File: src/rtl/handshake_constant_match.sv
// Sink of a constant-token dataflow path: compares each accepted token against CONST_VALUE,
// emits a registered 1-bit match result and keeps saturating match/mismatch statistics.
module handshake_constant_match #(
    parameter int                    DATA_WIDTH  = 33,
    parameter logic [DATA_WIDTH-1:0] CONST_VALUE = 33'h0A9F18CCE,
    parameter int                    COUNT_WIDTH = 16
) (
    input  logic                   clk,
    input  logic                   rst,
    input  logic [DATA_WIDTH-1:0]  ins,
    input  logic                   ins_valid,
    output logic                   ins_ready,
    output logic                   outs,
    output logic                   outs_valid,
    input  logic                   outs_ready,
    input  logic                   cnt_clear,
    output logic [COUNT_WIDTH-1:0] match_count,
    output logic [COUNT_WIDTH-1:0] mismatch_count,
    output logic                   err
);

    localparam logic [COUNT_WIDTH-1:0] CNT_MAX = '1;

    logic in_xfer;
    logic out_xfer;
    logic is_match;

    // Slot may refill on the same edge it drains, giving full throughput.
    assign ins_ready = !outs_valid || outs_ready;
    assign in_xfer   = ins_valid && ins_ready;
    assign out_xfer  = outs_valid && outs_ready;
    assign is_match  = (ins == CONST_VALUE);

    always_ff @(posedge clk or negedge rst) begin
        if (!rst) begin
            outs       <= 1'b0;
            outs_valid <= 1'b0;
        end else if (in_xfer) begin
            outs       <= is_match;
            outs_valid <= 1'b1;
        end else if (out_xfer) begin
            outs_valid <= 1'b0;
        end
    end

    // Clear wins over a same-edge transfer; that token is produced but not counted.
    always_ff @(posedge clk or negedge rst) begin
        if (!rst) begin
            match_count    <= '0;
            mismatch_count <= '0;
            err            <= 1'b0;
        end else if (cnt_clear) begin
            match_count    <= '0;
            mismatch_count <= '0;
            err            <= 1'b0;
        end else if (in_xfer) begin
            if (is_match) begin
                if (match_count != CNT_MAX) begin
                    match_count <= match_count + 1'b1;
                end
            end else begin
                if (mismatch_count != CNT_MAX) begin
                    mismatch_count <= mismatch_count + 1'b1;
                end
                err <= 1'b1;
            end
        end
    end

endmodule

File: config.mk
export PLATFORM = sky130hd
export DESIGN_NAME = handshake_constant_match
export DESIGN_NICKNAME = d
export VERILOG_FILES = /design/src/rtl/handshake_constant_match.sv
export SDC_FILE = /design/constraint.sdc
export NUM_CORES = 1
export LEC_CHECK = 0
export ABC_CLOCK_PERIOD_IN_PS = 4000
export CAP_MARGIN = 20
export CORE_ASPECT_RATIO = 1.2
export CORE_MARGIN = 1.5
export CORE_UTILIZATION = 49
export DETAILED_ROUTE_END_ITERATION = 8
export GPL_TIMING_DRIVEN = 1
export PLACE_DENSITY = 0.86
export SLEW_MARGIN = 20
export SYNTH_ARGS = -nofsm -noshare
export SYNTH_HDL_FRONTEND = slang
export SYNTH_SLANG_ARGS = --single-unit
File: constraint.sdc
create_clock -name clk -period 4 [get_ports clk]
set_clock_uncertainty 0.05 [all_clocks]
set_input_delay 0.4 -clock clk [delete_from_list [all_inputs] [get_ports clk]]
set_output_delay 0.4 -clock clk [all_outputs]
set_load 0.01 [all_outputs]
# Yosys cells after proc, flatten, opt, wreduce, memory -nomap -nowiden
# Cells that the tools add are included.
# totals
elab_cells,36
input_bits,38
out_inout_bits,36
reg_bits,35
# classes
eq_ne,4
n_mux,13
add_sub_neg,2
reduce_logical,12
# op_table
operator,count
$mux 16,8
$eq 33x32->1 const B,1
$add 16x1->16 const B,2
$ne 16x16->1 const B,2
$reduce_bool 2->1,5
$reduce_and 3->1,2
$mux 1,5
$logic_and 1x1->1,2
$ne 2x2->1 const B,1
$reduce_and 2->1,1
$logic_not 1->1,1
$logic_or 1x1->1,1

# Depth between registers and ports, before layout
# Gate-level depths: netlist of run 1.
# logic_depth
word_depth,5
depth_mapped,8

# Worst setup path after synthesis of run 1
# OpenSTA, ideal clock, no wires.
# synth_path
path_type,input to register
startpoint,input port ins[19]
endpoint,register match_count[9]
setup_ns,0.125
setup_slack_ns,1.740
t_required_ns,3.825
cell_stages,6
path_buffers,1
arrival_time_ns,2.085
cell_sequence,or4b_4 nor4_4 and3_2 buf_4 and4_1 mux2_2
# synth_via
elab_chain_len,3
# synth_rtl
item,line_no,rtl
from (decl),10,"input logic [DATA_WIDTH-1:0] ins,"
$eq 33x32->1,32,assign is_match = (ins == CONST_VALUE);
$reduce_bool 2->1 (no line),-,
$reduce_and 3->1 (no line),-,
to (signal assigned),59,match_count <= match_count + 1'b1;
to (decl),17,"output logic [COUNT_WIDTH-1:0] match_count,"
# No other way between the ends.
# A chain may end at the register's enable or synchronous reset.

# Worst setup path after layout of run 1
# Same ends and word-level chain as after synthesis.

==> summary.txt, run 1 <==
Outcome
  – Status: finished, final reports clean

STA
  – Tmin final: 2.76 ns
  – Final Cycle Share: 68.9%
  – Final hold violations: 0
  – Worst Setup Slack, final: 1.24 ns
  – Least-Margin Pin Slew: 0.941 ns
  – Final setup fails: 0
  – Max-slew headroom: 37.1%
  – TNS Setup: 0 ns
  – RSZ-0062 raised after global routing: false
  – Achievable Freq: 363 MHz
  – Fin. max-slew vios: 0

Clock network
  – H-tree depth: 2
  – Post-CTS sizing: 0
  – Root buffer cell: clkbuf_8
  – Num CTS Buffers: 5
  – Clock Tree Buf Depth: 2
  – Total clock sinks: 35
  – CTS Hold Bufs: 0
  – Setup repair bufs after CTS: 0
  – Worst-path clk slew: 0.08 ns
  – CTS tree: done
  – Worst-Skew Late Latency: 0.29 ns

Critical path
  – CP max stage delay: 0.59 ns
  – Critical Path Start Type: primary input
  – Reg2Reg Launch Point: mismatch_count[0]
  – CP Data Arrival Time: 2.88 ns
  – CP endpoint kind: register
  – Internal reg-to-reg setup slack: 1.58 ns
  – Worst path bufs/invs: 1
  – CP Capture Point: match_count[9]
  – Slowest-stage cell, CP: and3_2
  – Crit path max fanout: 34
  – WP depth: 6
  – Reg2Reg Capture Point: mismatch_count[7]
  – Worst R2R Path Depth: 6
  – Critical path origin: ins[19]
  – Critical path cell sequence: clkdlybuf4s50_1 -> or4b_4 -> nor4_4 -> and3_2 -> and4_1 -> mux2_2
  – CP required: 4.12 ns
  – CP Class: in2reg
  – CP top delay family: simple AND/OR/NAND/NOR gates

Drt
  – Iteration-0 DRC Markers: 193
  – Post-route ant nets: 0
  – Drt pass-1 iters: 4
  – Routed via count: 2229
  – DRC: 0
  – Vias per cell: 6.12
  – Final WL: 5850 um
  – Drt wl/cell: 16.1 um

Logic synthesis
  – Sequential area share after synthesis: 40.7%
  – Post-Synthesis Net Count: 278
  – Gate Count Post-Synth: 238
  – Syn. warnings: 0
  – Yosys reg bits: 35
  – Predominant post-synthesis flop cell: dfrtp_1
  – Distinct cells, synth: 41
  – Avg Synthesized Cell Area: 9.04 sq um
  – Number of synthesized flops with an enable pin: 0
  – Cell Area, Synth: 2150 sq um
  – Post-synth ARST share: 100%

Hold path
  – Hold Path Class: in2async

Placed design
  – Detailed Place HPWL: 4090 um
  – Port Buffers: 73
  – Pre-CTS WS: 0.948 ns
  – Routability cong.: 0.868

Job
  – Max Cap Violations: 0

GRT
  – Largest net degree at the start of global routing: 36
  – Vias in the first global route: 2054
  – First-pass GRT wire length: 9450 um
  – Congestion Overflow GR: 0
  – Total GRT Usage: 24.8%
  – Initial antenna violation count: 0

Floorplan
  – Die Footprint: 4800 sq um
  – # rows: 26
  – Die Ht: 75.6 um
  – Starting Density: 50.9%
  – Die width: 63.5 um
  – Io pins: 74
  – Core footprint: 4230 sq um

Cells and area
  – Layout cell share with drive strength beyond 1: 8.44%
  – Post-layout nets: 347
  – Fillcell total: 351
  – Antenna cells: 0
  – Area grow syn2layout: 39.9%

Pwr
  – Lkg Pwr: 0.00108 uW
  – Overall Power: 777 uW
  – Worst IR Drop VDD: 0.205 mV
  – PD cells: 258 nW/um^2
-- layer usage --
metal | vias to the layer above | part of all wire (%) | track usage, %
met5 | - | 0 | 0
met4 | 0 | 1.2 | 10.9
met3 | 6 | 4.4 | 4.28
met2 | 78 | 54 | 45.1
met1 | 1091 | 40 | 29.3
li1 | 1054 | - | -
-- worst min path at each step --
stage,end,slack [ns],start
after floorplan,err,0.05,rst
after global placement,outs,0.42,outs
after detailed placement,err,0.46,err
after CTS,match_count[6],0.48,rst
after global routing,match_count[1],0.51,rst
final,match_count[1],0.47,rst
-- synthesized netlist by cell type, types with 2 or more instances --
master    count  share of area, %
dfrtp_1      35                41
a21oi_1      24               5.6
nor2_1       18               3.1
nand3_1      17               4.0
or4_1        14               4.9
nand2_1      13               2.3
o31ai_1      13               4.5
nand4_1      12               3.5
o21ai_0       9               2.1
clkbuf_1      7               1.2
mux2_2        7               3.7
nor4_1        7               2.0
nor2b_1       6               1.7
inv_1         5              0.87
nor3_1        5               1.2
or3_1         5               1.5
and2_1        3              0.87
buf_2         3              0.70
buf_6         3               1.6
nand2b_1      3              0.87
nand4b_1      3               1.2
a31o_2        2              0.81
and3_1        2              0.58
ha_1          2               1.2
nand3b_1      2              0.70
nor4b_1       2              0.81
o41ai_1       2              0.81
-- registers in the layout, indices dropped and copies added, names as in the netlist --
name            count
match_count        16
outs_valid          1
outs                1
mismatch_count     16
err                 1
-- placed cells by master, fill, tap and decap left out, types with 7 or more instances in the layout --
cell / synthesis / final
nand3_1: 17 / 17
clkdlybuf4s50_1: 0 / 73
nand4_1: 12 / 12
mux2_2: 7 / 7
a21oi_1: 24 / 24
o21ai_0: 9 / 9
or4_1: 14 / 14
nor2_1: 18 / 18
nor4_1: 7 / 7
o31ai_1: 13 / 13
nand2_1: 13 / 13
dfrtp_1: 35 / 35
-- cells by family (layout without fill, tap and decap cells) --
kind of cell | after synthesis | after routing | share of synthesized area (%)
compound gates | 51 | 51 | 14.3
fa+ha+maj | 2 | 2 | 1.16
buf+inv | 19 | 89 | 4.71
flops | 35 | 35 | 40.7
mux | 7 | 7 | 3.67
simple gates | 124 | 124 | 35.5
-- stage by stage --
stage,instance area [sq um],utilization [%],instances,hold WS (ns)
2_1_floorplan,2150,-,238,0.0544
3_3_place_gp,2890,68.4,356,0.425
3_5_place_dp,2890,68.4,356,0.457
4_1_cts,3010,71.2,364,0.475
5_1_grt,3010,71.2,364,0.509
6_report,3010,71.2,364,0.465
-- final cells by class --
class	instances	area [sq um]	share of cell area (%)
Multi-Input combinational cell	184	1170	39.0
Sequential cell	35	876	29.1
Timing Repair Buffer	76	753	25.0
Clock buffer	6	82.6	2.74
Tap cell	56	70.1	2.33
Clock inverter	2	35.0	1.16
Inverter	5	18.8	0.624
-- where the power goes --
part / internal [uW] / switching [uW]
clock: 202 / 133
combinational: 46.6 / 36.4
sequential: 356 / 2.65
No activity file was read; power rests on OpenSTA's default activity.
==> run 2: changes to the inputs <==
ABC_CLOCK_PERIOD_IN_PS = 2700   (was 4000)
CORE_UTILIZATION = 46   (was 49)
PLACE_DENSITY = 0.81   (was 0.86)
clock period = 2.7 ns   (was 4 ns; I/O delays follow)
==> run 2 against run 1 <==
Effect of this change: register-to-register slack lost 1.2 ns; die area grew 6.2%; worst hold slack lost 0.11 ns; clock power grew 26%; via count shrank 0.63%; highest routed layer unchanged; total power grew 39%; sequential power grew 48%; critical path depth is the same; global-route usage shrank 0.93 points.
==> summary.txt, run 2 (synthesis gave the netlist of run 1 again) <==
Outcome
  – Status: finished, final reports clean (unchanged)

Critical path
  – CP Class: in2reg (unchanged)
  – Crit path max fanout: 15 (was 34)
  – Worst path bufs/invs: 1 (unchanged)
  – Critical path cell sequence: clkdlybuf4s50_1 -> or4bb_1 -> nor4b_2 -> nand3_2 -> or4b_1 -> a21oi_1 (was clkdlybuf4s50_1 -> or4b_4 -> nor4_4 -> and3_2 -> and4_1 -> mux2_2)
  – Slowest-stage cell, CP: or4b_1 (was and3_2)
  – CP required: 2.86 ns (was 4.12 ns)
  – CP endpoint kind: register (unchanged)
  – CP top delay family: simple AND/OR/NAND/NOR gates (unchanged)
  – Critical Path Start Type: primary input (unchanged)
  – CP max stage delay: 0.54 ns (was 0.59 ns)
  – CP Data Arrival Time: 2.55 ns (was 2.88 ns)

Drt
  – Post-route ant nets: 0 (unchanged)
  – Final WL: 5540 um (was 5850 um)
  – Vias per cell: 5.95 (was 6.12)
  – DRC: 0 (unchanged)
  – Routed via count: 2215 (was 2229)
  – Drt pass-1 iters: 4 (unchanged)
  – Drt wl/cell: 14.9 um (was 16.1 um)
  – Iteration-0 DRC Markers: 134 (was 193)

Cells and area
  – Register area: 876 sq um (unchanged)
  – Antenna cells: 0 (unchanged)
  – Fillcell total: 380 (was 351)
  – Post-layout nets: 353 (was 347)
  – Area grow syn2layout: 41.9% (was 39.9%)
  – Multi-input gate area: 1170 sq um (unchanged)
  – Regs by FF count: match_count: 16 flops, mismatch_count: 16 flops (unchanged)
  – Layout cell share with drive strength beyond 1: 9.87% (was 8.44%)
  – Fin util: 67.4% (was 71.2%)
  – Commonest non-fill, non-tap cell in the layout: clkdlybuf4s50_1 (unchanged)
  – Most frequent cells in the layout: clkdlybuf4s50_1 (73), dfrtp_1 (35), a21oi_1 (24) (unchanged)

GRT
  – Largest net degree at the start of global routing: 42 (was 36)
  – Vias in the first global route: 2158 (was 2054)
  – Total GRT Usage: 23.9% (was 24.8%)
  – First-pass GRT wire length: 9650 um (was 9450 um)
  – Initial antenna violation count: 0 (unchanged)
  – Congestion Overflow GR: 0 (unchanged)

STA
  – Tmin final: 2.39 ns
  – Max-slew headroom: 57.9% (was 37.1%)
  – Tightest hold margin: 0.352 ns (was 0.465 ns)
  – Final hold violations: 0 (unchanged)
  – Final setup fails: 0 (unchanged)
  – Final Cycle Share: 88.6%
  – Achievable Freq: 418 MHz
  – RSZ-0062 raised after global routing: false (unchanged)
  – TNS Setup: 0 ns (unchanged)
  – Fin. max-slew vios: 0 (unchanged)
  – Worst Setup Slack, final: 0.307 ns (was 1.24 ns)
  – Least-Margin Pin Slew: 0.626 ns (was 0.941 ns)

Clock network
  – Worst-path clk slew: 0.07 ns (was 0.08 ns)
  – Total clock sinks: 35 (unchanged)
  – CTS Hold Bufs: 0 (unchanged)
  – Clock Tree Buf Depth: 2 (unchanged)
  – Setup repair bufs after CTS: 0 (unchanged)
  – Worst-Skew Late Latency: 0.29 ns (about the same)
  – H-tree depth: 2 (unchanged)
  – Post-CTS sizing: 0 (unchanged)
  – Num CTS Buffers: 5 (unchanged)
  – CTS tree: done (unchanged)
  – Root buffer cell: clkbuf_8 (unchanged)

Placed design
  – Pre-CTS WS: 0.00545 ns (was 0.948 ns)
  – Routability cong.: 0.841 (was 0.868)
  – Port Buffers: 73 (unchanged)
  – Detailed Place HPWL: 4100 um (was 4090 um)

Floorplan
  – Core footprint: 4530 sq um (was 4230 sq um)
  – Io pins: 74 (unchanged)
  – # rows: 27 (was 26)
  – Die width: 65.4 um (was 63.5 um)
  – Die Footprint: 5100 sq um (was 4800 sq um)
  – Starting Density: 47.5% (was 50.9%)
  – Die Ht: 77.9 um (was 75.6 um)

Pwr
  – Overall Power: 1080 uW (was 777 uW)
  – PD cells: 354 nW/um^2 (was 258 nW/um^2)
  – Worst IR Drop VDD: 0.240 mV (was 0.205 mV)
  – Lkg Pwr: 0.00110 uW (was 0.00108 uW)

Job
  – Max Cap Violations: 0 (unchanged)

Hold path
  – Hold Path Class: in2async (unchanged)
[run 2: cell count changes in the layout (fill, tap and decap cells not counted), sizes merged]
cell    before  now
bufinv       1    0
buf          3    9
clkinv       1    0
clkbuf       6    8
[run 2: cell type report]
class,count,area share (%)
flip-flops and latches,35,28.7
multi-input cells,184,38.5
repair buffers,82,26.6
clock buffers,8,3.28
well taps,58,2.38
inverters,5,0.615
[run 2: power by group]
group	internal, uW	switching, uW
Sequential	528	3.90
Combinational	71.8	54.3
Clock	233	190
Total	833	248
[run 2: path summary, 6_finish.rpt]
check	start	end	slack (ns)	depth (start not counted)
max	ins[10]	match_count[13]	0.31	6
max reg2reg	match_count[7]	match_count[11]	0.43	5
min	rst	mismatch_count[4]	0.35	2
min in group clk	outs	outs	0.44	2
max in group asynchronous	rst	match_count[1]	1.93	2
min reg2reg	outs	outs	0.44	2
[run 2: stage by stage]
stage | cell area (sq um) | cells
final | 3050 | 372
after global placement | 2950 | 364
after CTS | 3050 | 372
after floorplan | 2150 | 238
after global routing | 3050 | 372
after detailed placement | 2950 | 364
[run 2: layer usage]
metal | vias up | track usage [%] | share of wire, %
met3 | 6 | 5.65 | 5.6
met4 | 0 | 10.0 | 1.3
met1 | 1071 | 28.2 | 40
met2 | 75 | 41.0 | 53
li1 | 1063 | - | -
met5 | - | 0 | 0
==> run 3: changes to the inputs <==
TNS_END_PERCENT = 10   (was default)
==> results of run 3 <==
Final layout, timing and power as in run 2 (identical DEF).
